<file path="src/rtl/lcd_pkg.sv">
// rtl/lcd_pkg.sv - shared LCD geometry constants, scheduler state encoding and page helper
//
// Contents:
//   LCD_WIDTH, LCD_PAGES, ADDR_W, FRAME_BYTES  - 128x64 panel geometry, one byte per column per page
//   IDLE, HOLD, SEND, DONE                     - frame scheduler state encoding
//   is_bar_page()                              - true for the two pages occupied by the progress bar
package lcd_pkg;

  localparam int LCD_WIDTH   = 128;
  localparam int LCD_PAGES   = 8;
  localparam int ADDR_W      = 10;
  localparam int FRAME_BYTES = LCD_WIDTH * LCD_PAGES;

  localparam logic [1:0] IDLE = 2'd0;
  localparam logic [1:0] HOLD = 2'd1;
  localparam logic [1:0] SEND = 2'd2;
  localparam logic [1:0] DONE = 2'd3;

  // The bar spans bar_page (top half) and bar_page+1 (bottom half).
  function automatic logic is_bar_page(input logic [2:0] page, input int bar_page);
    return (int'(page) == bar_page) || (int'(page) == bar_page + 1);
  endfunction

endpackage

</file>
<file path="src/rtl/lcd_frame_scheduler_if.sv">
// rtl/lcd_frame_scheduler_if.sv - byte stream from the frame scheduler to the SPI byte sender
//
// Signals:
//   tdata  [7:0]  display byte
//   tvalid        tdata is valid
//   tready        sender accepts tdata this cycle
// Modports: master (scheduler side), slave (SPI sender side)
interface lcd_frame_scheduler_if;

  logic [7:0] tdata;
  logic       tvalid;
  logic       tready;

  modport master (output tdata, output tvalid, input tready);
  modport slave  (input tdata, input tvalid, output tready);

endinterface

</file>
<file path="src/rtl/lcd_frame_scheduler.sv">
// rtl/lcd_frame_scheduler.sv - walks one 1024-byte LCD frame, picks text/bar bytes, streams them out
//
// Ports:
//   i_clk, i_rst_n        clock, synchronous active-low reset
//   i_start               request one frame refresh (only honoured in IDLE)
//   i_value / o_value     live progress value / value latched at frame start
//   o_pixelAddress        {page[2:0], column[6:0]} shared by both row generators
//   i_textData, i_barData registered bytes from the text and progressbar generators
//   byte_out              byte stream to the SPI sender (master side)
//   o_busy                frame in progress
//   o_frameDone           one-cycle pulse after the last byte is accepted
module lcd_frame_scheduler
  import lcd_pkg::*;
#(
  parameter int BAR_PAGE      = 2,
  parameter int PIXEL_LATENCY = 2,
  parameter int AUTO_REFRESH  = 0
) (
  input  logic                   i_clk,
  input  logic                   i_rst_n,
  input  logic                   i_start,
  input  logic [7:0]             i_value,
  output logic [7:0]             o_value,
  output logic [ADDR_W-1:0]      o_pixelAddress,
  input  logic [7:0]             i_textData,
  input  logic [7:0]             i_barData,
  lcd_frame_scheduler_if.master  byte_out,
  output logic                   o_busy,
  output logic                   o_frameDone
);

  localparam int                CNT_W     = (PIXEL_LATENCY > 1) ? $clog2(PIXEL_LATENCY) : 1;
  localparam logic [CNT_W-1:0]  CNT_LAST  = CNT_W'(PIXEL_LATENCY - 1);
  localparam logic [ADDR_W-1:0] LAST_ADDR = ADDR_W'(FRAME_BYTES - 1);

  logic [1:0]       state;
  logic [CNT_W-1:0] hold_cnt;
  logic [7:0]       byte_q;
  logic             byte_valid_q;
  logic             frame_start;

  assign byte_out.tdata  = byte_q;
  assign byte_out.tvalid = byte_valid_q;

  // o_frameDone is high only in the IDLE cycle right after DONE, so it
  // doubles as the "DONE just left" trigger for auto refresh.
  assign frame_start = i_start || ((AUTO_REFRESH != 0) && o_frameDone);

  always_ff @(posedge i_clk) begin
    if (!i_rst_n) begin
      state          <= IDLE;
      hold_cnt       <= '0;
      byte_q         <= '0;
      byte_valid_q   <= 1'b0;
      o_value        <= '0;
      o_pixelAddress <= '0;
      o_busy         <= 1'b0;
      o_frameDone    <= 1'b0;
    end else begin
      case (state)
        IDLE: begin
          o_frameDone <= 1'b0;
          if (frame_start) begin
            o_value        <= i_value;
            o_pixelAddress <= '0;
            hold_cnt       <= '0;
            o_busy         <= 1'b1;
            state          <= HOLD;
          end
        end
        HOLD: begin
          // Address has been stable for PIXEL_LATENCY cycles once the
          // counter hits its last value, so the generator byte is current.
          if (hold_cnt == CNT_LAST) begin
            byte_q       <= is_bar_page(o_pixelAddress[ADDR_W-1 -: 3], BAR_PAGE) ? i_barData
                                                                                 : i_textData;
            byte_valid_q <= 1'b1;
            state        <= SEND;
          end else begin
            hold_cnt <= hold_cnt + 1'b1;
          end
        end
        SEND: begin
          if (byte_out.tready) begin
            byte_valid_q <= 1'b0;
            if (o_pixelAddress == LAST_ADDR) begin
              state <= DONE;
            end else begin
              // Column 127 rolls into the next page via the plain increment.
              o_pixelAddress <= o_pixelAddress + 1'b1;
              hold_cnt       <= '0;
              state          <= HOLD;
            end
          end
        end
        DONE: begin
          o_frameDone <= 1'b1;
          o_busy      <= 1'b0;
          state       <= IDLE;
        end
        default: state <= IDLE;
      endcase
    end
  end

endmodule

</file>
<file path="src/flat_wrapper.sv">
// flat-port wrapper written by rule: the top's interface ports become plain ports
module lcd_frame_scheduler_flat import lcd_pkg::*;
#(
  parameter int BAR_PAGE      = 2,
  parameter int PIXEL_LATENCY = 2,
  parameter int AUTO_REFRESH  = 0
)
  (i_clk, i_rst_n, i_start, i_value, o_value, o_pixelAddress, i_textData, i_barData, o_busy, o_frameDone, byte_out_tdata, byte_out_tvalid, byte_out_tready);
  lcd_frame_scheduler_if byte_out_i ();
  input  logic i_clk;
  input  logic i_rst_n;
  input  logic i_start;
  input  logic [7:0] i_value;
  output logic [7:0] o_value;
  output logic [ADDR_W-1:0] o_pixelAddress;
  input  logic [7:0] i_textData;
  input  logic [7:0] i_barData;
  output logic o_busy;
  output logic o_frameDone;
  output wire logic [$bits(byte_out_i.tdata)-1:0] byte_out_tdata;
  output wire logic [$bits(byte_out_i.tvalid)-1:0] byte_out_tvalid;
  input wire logic [$bits(byte_out_i.tready)-1:0] byte_out_tready;
  assign byte_out_tdata = byte_out_i.tdata;
  assign byte_out_tvalid = byte_out_i.tvalid;
  assign byte_out_i.tready = byte_out_tready;
  lcd_frame_scheduler #(.BAR_PAGE(BAR_PAGE), .PIXEL_LATENCY(PIXEL_LATENCY), .AUTO_REFRESH(AUTO_REFRESH)) u_core (.i_clk(i_clk), .i_rst_n(i_rst_n), .i_start(i_start), .i_value(i_value), .o_value(o_value), .o_pixelAddress(o_pixelAddress), .i_textData(i_textData), .i_barData(i_barData), .byte_out(byte_out_i), .o_busy(o_busy), .o_frameDone(o_frameDone));
endmodule
</file>
<file path="config.mk">
export PLATFORM = sky130hd
export DESIGN_NAME = lcd_frame_scheduler_flat
export DESIGN_NICKNAME = d
export VERILOG_FILES = /design/src/rtl/lcd_pkg.sv /design/src/rtl/lcd_frame_scheduler_if.sv /design/src/rtl/lcd_frame_scheduler.sv /design/src/flat_wrapper.sv
export SDC_FILE = /design/constraint.sdc
export NUM_CORES = 1
export LEC_CHECK = 0
export ABC_CLOCK_PERIOD_IN_PS = 2290
export CAP_MARGIN = 20
export CELL_PAD_IN_SITES_DETAIL_PLACEMENT = 1
export CELL_PAD_IN_SITES_GLOBAL_PLACEMENT = 1
export CORE_MARGIN = 2
export CORE_UTILIZATION = 32
export CTS_CLUSTER_DIAMETER = 200
export DETAILED_ROUTE_END_ITERATION = 6
export GPL_TIMING_DRIVEN = 0
export PLACE_DENSITY = 0.86
export SLEW_MARGIN = 20
export SYNTH_ARGS = -nofsm -noshare
export SYNTH_HDL_FRONTEND = slang
export SYNTH_SLANG_ARGS = --single-unit
</file>
<file path="constraint.sdc">
create_clock -name i_clk -period 2.29 [get_ports i_clk]
set_input_delay 0.229 -clock i_clk [delete_from_list [all_inputs] [get_ports i_clk]]
set_output_delay 0.229 -clock i_clk [all_outputs]
set_load 0.005 [all_outputs]
</file>
-- Yosys cells after proc, flatten, opt, wreduce, memory -nomap -nowiden
Index checks and enable logic that the tools add are counted.
- $add $sub $neg: 2
- equal/unequal tests: 10
- multiplexer cells: 21
- reductions and logical operators: 13
- operators by type and width (kind ; number):
    2-to-1 mux 10 bit ; 3
    case mux 10 bit (2 select lines) ; 1
    adder 10 x 1 -> 10 bit, second input constant ; 1
    == test 10 bit, second input constant ; 1
    2-to-1 mux 2 bit ; 4
    2-to-1 mux 8 bit ; 1
    case mux 2 bit (4 select lines) ; 1
    AND reduction 4 bit ; 2
    2-to-1 mux 1 bit ; 7
    == test 3 bit, second input constant ; 2
    != test 2 bit, second input constant ; 3
    case mux 1 bit (2 select lines) ; 3
    AND reduction 2 bit ; 3
    AND reduction 3 bit ; 2
    nonzero test 2 bit ; 3
    == test 2 bit, second input constant ; 2
    case mux 1 bit (3 select lines) ; 1
    nonzero test 3 bit ; 1
    == test 2 x 1 -> 1 bit, second input constant ; 1
    logical NOT 2 bit ; 1
    != test 2 x 1 -> 1 bit, second input constant ; 1
    adder 1 bit, second input constant ; 1
    logical OR 1 bit ; 1
- bits in registers: 32
- input port bits: 28
- output and inout port bits: 29
- logic and storage cells: 54

-- Logic depth before layout (Yosys ltp)
- depth after elaboration: 4
- mapped depth: 7
- depth with buffers taken out: 6

-- Worst setup path before layout
No wires, ideal clock.
- path kind: register to register
- start: reg u_core.o_pixelAddress[0]
- end: reg u_core.o_pixelAddress[9]
- setup time: 0.079 ns
- arrival time: 1.560 ns
- required time: 2.211 ns
- setup slack: 0.651 ns
- cell stages (with the launch flop): 6
- buffers on the path: 0
- clock period less this slack: 1.639 ns
- path through: dfxtp_1 ha_1 nand4_2 or3_1 and4_1 a211oi_2
- word-level cells in the longest chain between the ends: 4
- elaborated cells on any way between the ends: 7
- those cells by class: add/sub: 1; eq/ne: 2; mux: 3; reduce/logical: 1
- RTL lines (element ; RTL line ; RTL):
    start: declaration ; lcd_frame_scheduler.sv:24 ; output logic [ADDR_W-1:0] o_pixelAddress,
    start signal: assignment ; lcd_frame_scheduler.sv:90 ; o_pixelAddress <= o_pixelAddress + 1'b1;
    adder 10 x 1 -> 10 bit ; lcd_frame_scheduler.sv:90 ;
    2-to-1 mux 10 bit ; lcd_frame_scheduler.sv:86 ; if (o_pixelAddress == LAST_ADDR) begin
    2-to-1 mux 10 bit ; lcd_frame_scheduler.sv:84 ; if (byte_out.tready) begin
    case mux 10 bit (2 select lines) ; lcd_frame_scheduler.sv:60 ; case (state)
Parallel ways exist; a longest one is shown, timed or not. The select of a mux whose other input is x is not followed.
A chain may end at the register's enable or synchronous reset.

-- Worst setup path in the final report
- start: reg u_core.state[0]
- end: reg u_core.o_pixelAddress[9]
- word-level cells in the longest chain between the ends: 3
- elaborated cells on any way between the ends: 8
- those cells by class: eq/ne: 4; mux: 1; reduce/logical: 3
- RTL lines (element ; RTL line ; RTL):
    start: declaration ; lcd_frame_scheduler.sv:36 ; logic [1:0] state;
    start signal: assignment ; lcd_frame_scheduler.sv:51 ; state <= IDLE;
    start signal: assignment ; lcd_frame_scheduler.sv:68 ; state <= HOLD;
    start signal: assignment ; lcd_frame_scheduler.sv:78 ; state <= SEND;
    == test 2 bit or logical NOT 2 bit (tied branches) ; lcd_frame_scheduler.sv:60 ;
    != test 2 bit (no source line) or nonzero test 2 bit (tied branches) ; -- ;
    AND reduction 4 bit (no source line) ; -- ;
Parallel ways exist; a longest one is shown, timed or not.

==> reports/qor.csv <==
metric,value,unit
rows,25,
fillers,565,
clk_pin_slew_worst_paths,0.07,ns
fin_ws,0.220,ns
cts_buffers,5,
hp-start,u_core.o_value[6]$_SDFFE_PN0P_,
netSwitchingFraction,32.3,%
grt.total_usage,17.8,%
hold_viol,0,
cts.hold.buffers_added,0,
synth-simple-area-share,26.0,%
layout_min_cycle_time,2.07,ns
drt_wl_total,4.71,mm
finalSetupViolations,0,
top_layer_used,met4,
wirelength_met1,2.10,mm
slowest_stage,nor3b_1,
grt_pass1_vias,1517,
fin_setup_tns,0,ns
crit_family,simple AND/OR/NAND/NOR gates,
io_pins,57,
p_switching,0.572,mW
finalClockSkew,0.00602,ns
diodes,0,
p_leak,0.853,nW
seqPwrFrac,37.7,%
p_comb_share,31.5,%
post_cts_buffers,0,
grt_pass1_wl,7.35,mm
synth_top_family_by_area,simple AND/OR/NAND/NOR gates,
hpwl,3.43,mm
holdPathStages,2,
syn_inst,181,
ys_async_sr_fraction,0,%
drtAntennaViolNets,0,
die_h,73.8,microns
synth_area_leader_cell,dfxtp_1,
ctsResizeCount,0,
cts_htree_levels,2,
via_per_inst,5.22,
max_stage_delay,0.62,ns
synthDistinctLibCells,36,
synth.area.mux_share,6.43,%
vdd.ir_drop.worst,0.000276,V
status,finished clean,
post-place-ws,0.294,ns
relSlewSlack,51.7,%
path_cells,"inv_1, ha_1, nand2b_1, nor3b_1, a31oi_1, a211oi_2",
whs_endpoint,u_core.o_value[6]$_SDFFE_PN0P_,
syn_area,0.00156,sq mm
cp.required,2.50,ns
globalplace.congestion,0.868,
crit_fanout,7,
critPathCaptureType,flop,
clk_latency,0.29,ns
synth_compound_area_share,19.7,%
port-buffer-count,56,
reg2reg_slack,0.22,ns
drt-wirelength-per-cell,15.1,microns
synth_ff_type,dfxtp_1,
pwr-share-clk,30.9,%
drc,0,
grt_antenna_before_repair,0,
core_area,0.00472,sq mm
synth_warnings,0,
synth_adder_area_share,4.02,%
grt.overflow.total,0,
power,1.77,mW
finalMaxSlewViolations,0,
synthXorXnorAreaFrac,0,%
timing.fmax,483,MHz
p_per_area,766,mW/mm^2
wl_met2,2.29,mm
synth_edf_count,0,
dieArea,0.00544,sq mm
clockRootBuffer,clkbuf_8,
wl_met3,230,microns
path_buf_inv,1,
grt_start_max_net_pins,11,
drtIter0Drc,74,
cp-start-kind,flop,
vias,1629,
clock-sinks,32,
intPower,1.20,mW
drt_pass1_iterations,4,
rr_endpoint,u_core.o_pixelAddress[9]$_SDFFE_PN0P_,
die_x,73.8,microns
synth_top_area_share,41.1,%
synth.area.top_cells,"dfxtp_1 41%, nand2_1 7.7%, mux2i_1 6.4%",
worst_r2r_path_depth,6,
fin_nets,277,
path_class,flop to flop,
worstMarginPinSlew,0.723,ns
avgSynthCellArea,8.61,sq um
cts_tree,done,
start_util,33.0,%
maxCapViolCount,0,
worstPathArrival,2.28,ns
fin_crit_sh,90.4,%
area_growth_syn_to_layout,48.3,%
synth_fp_nets,214,
final_core_util,48.9,%
clockBufferDepth,2,
seq_area_frac_synth,41.1,%
rsz0062_at_grt,no,
rr_startpoint,u_core.state[0]$_SDFFE_PN0P_,
ys_ff_latch,32,
hold_class,flop to flop,
final_layout_size_suffix_gt1_share,5.31,%
[sequential cells by signal, indices dropped and copies added, names as in the netlist]
signal                  flops
u_core.byte_out.tdata       8
u_core.byte_out.tvalid      1
u_core.hold_cnt             1
u_core.o_busy               1
u_core.o_frameDone          1
u_core.o_pixelAddress      10
u_core.o_value              8
u_core.state                2
[area by class of cell]
type / instances / area [sq um] / share of cell area, %
plain buffers: 7 / 27.5 / 1.19
flip-flops and latches: 32 / 641 / 27.7
repair buffers: 56 / 561 / 24.3
clock inverters: 2 / 35.0 / 1.52
multi-input cells: 138 / 875 / 37.9
inverters: 4 / 15.0 / 0.650
clock buffers: 6 / 72.6 / 3.14
well taps: 67 / 83.8 / 3.63
[worst reg2reg max path, stage by stage (launching register included)]
cell and delay (ns):
dfxtp_1 0.39, inv_1 0.10, ha_1 0.29, nand2b_1 0.16, nor3b_1 0.62, a31oi_1 0.20, a211oi_2 0.22
[synthesized netlist by cell type (3+ instances only)]
library cell / count
and2_1: 3
a31oi_1: 4
clkbuf_1: 6
o211ai_1: 4
dfxtp_1: 32
a211oi_1: 11
o21ai_0: 3
nand2b_1: 3
ha_1: 5
nand3_1: 6
o311ai_0: 3
nand2_1: 32
mux2i_1: 10
a21oi_1: 12
nor2_1: 16
or3_1: 3
inv_1: 3
[stage by stage]
step	hold slack, ns	instances	cell area (sq um)
floorplan	0.365	181	1560
global placement	0.441	304	2200
CTS	0.469	312	2310
global route	0.493	312	2310
detailed placement	0.459	304	2200
finish	0.465	312	2310
[cells by family (layout without fill, tap and decap cells)]
kind of cell	count (synthesis)	count (layout)
buffers and inverters	11	75
AND/OR/NAND/NOR	78	78
flip-flops	32	32
adder cells (fa/ha/maj)	5	5
AO/OA/AOI/OAI	45	45
multiplexers	10	10
[power by group through the flow]
stage               Clock [mW]  Combinational (mW)  Sequential [mW]
global placement             0               0.538            0.674
floorplan                    0               0.308            0.675
global route             0.568               0.619            0.674
detailed placement           0               0.552            0.679
finish                   0.546               0.557            0.666
CTS                      0.553               0.563            0.666
[worst max-delay path by stage]
stage | startpoint | endpoint | slack, ns | depth (start not counted)
after floorplan | u_core.o_pixelAddress[0]$_SDFFE_PN0P_ | u_core.o_pixelAddress[9]$_SDFFE_PN0P_ | 0.65 | 5
after detailed placement | u_core.state[0]$_SDFFE_PN0P_ | u_core.o_pixelAddress[9]$_SDFFE_PN0P_ | 0.29 | 6
after global placement | u_core.state[0]$_SDFFE_PN0P_ | u_core.o_pixelAddress[9]$_SDFFE_PN0P_ | 0.33 | 6
after CTS | u_core.state[0]$_SDFFE_PN0P_ | u_core.o_pixelAddress[9]$_SDFFE_PN0P_ | 0.28 | 6
final | u_core.state[0]$_SDFFE_PN0P_ | u_core.o_pixelAddress[9]$_SDFFE_PN0P_ | 0.22 | 6
after global routing | u_core.state[0]$_SDFFE_PN0P_ | u_core.o_pixelAddress[8]$_SDFFE_PN0P_ | 0.11 | 6
[layer usage]
layer  up-vias  GRT usage, %
li1        790             -
met1       783          21.8
met5         -             0
met3         8          4.39
met4         0          7.27
met2        48          29.6
[layout by cell type (no fill, tap or decap)]
cell type	count
a221oi_1	1
nand2_1	32
nand4b_1	1
mux2i_1	10
o21ai_0	3
clkinv_2	1
nor2b_1	2
a21oi_1	12
and4_1	2
nand4_1	1
clkbuf_1	7
dfxtp_1	32
nand4bb_1	2
a211oi_1	11
nor2_1	16
o221ai_1	1
o32ai_1	1
clkinv_1	1
o41ai_1	1
or3_1	3
inv_1	3
a31oi_1	4
ha_1	5
and2_1	3
nand3b_1	2
nor3_4	1
buf_2	1
o22ai_1	2
o31ai_1	1
nand4_2	2
and3_2	1
clkdlybuf4s50_1	56
nand3_1	6
o211ai_1	4
o311ai_0	3
clkbuf_8	5
bufinv_16	1
a211oi_2	1
nand2b_1	3
nor3b_1	1
(Power assumes the default switching activity.)
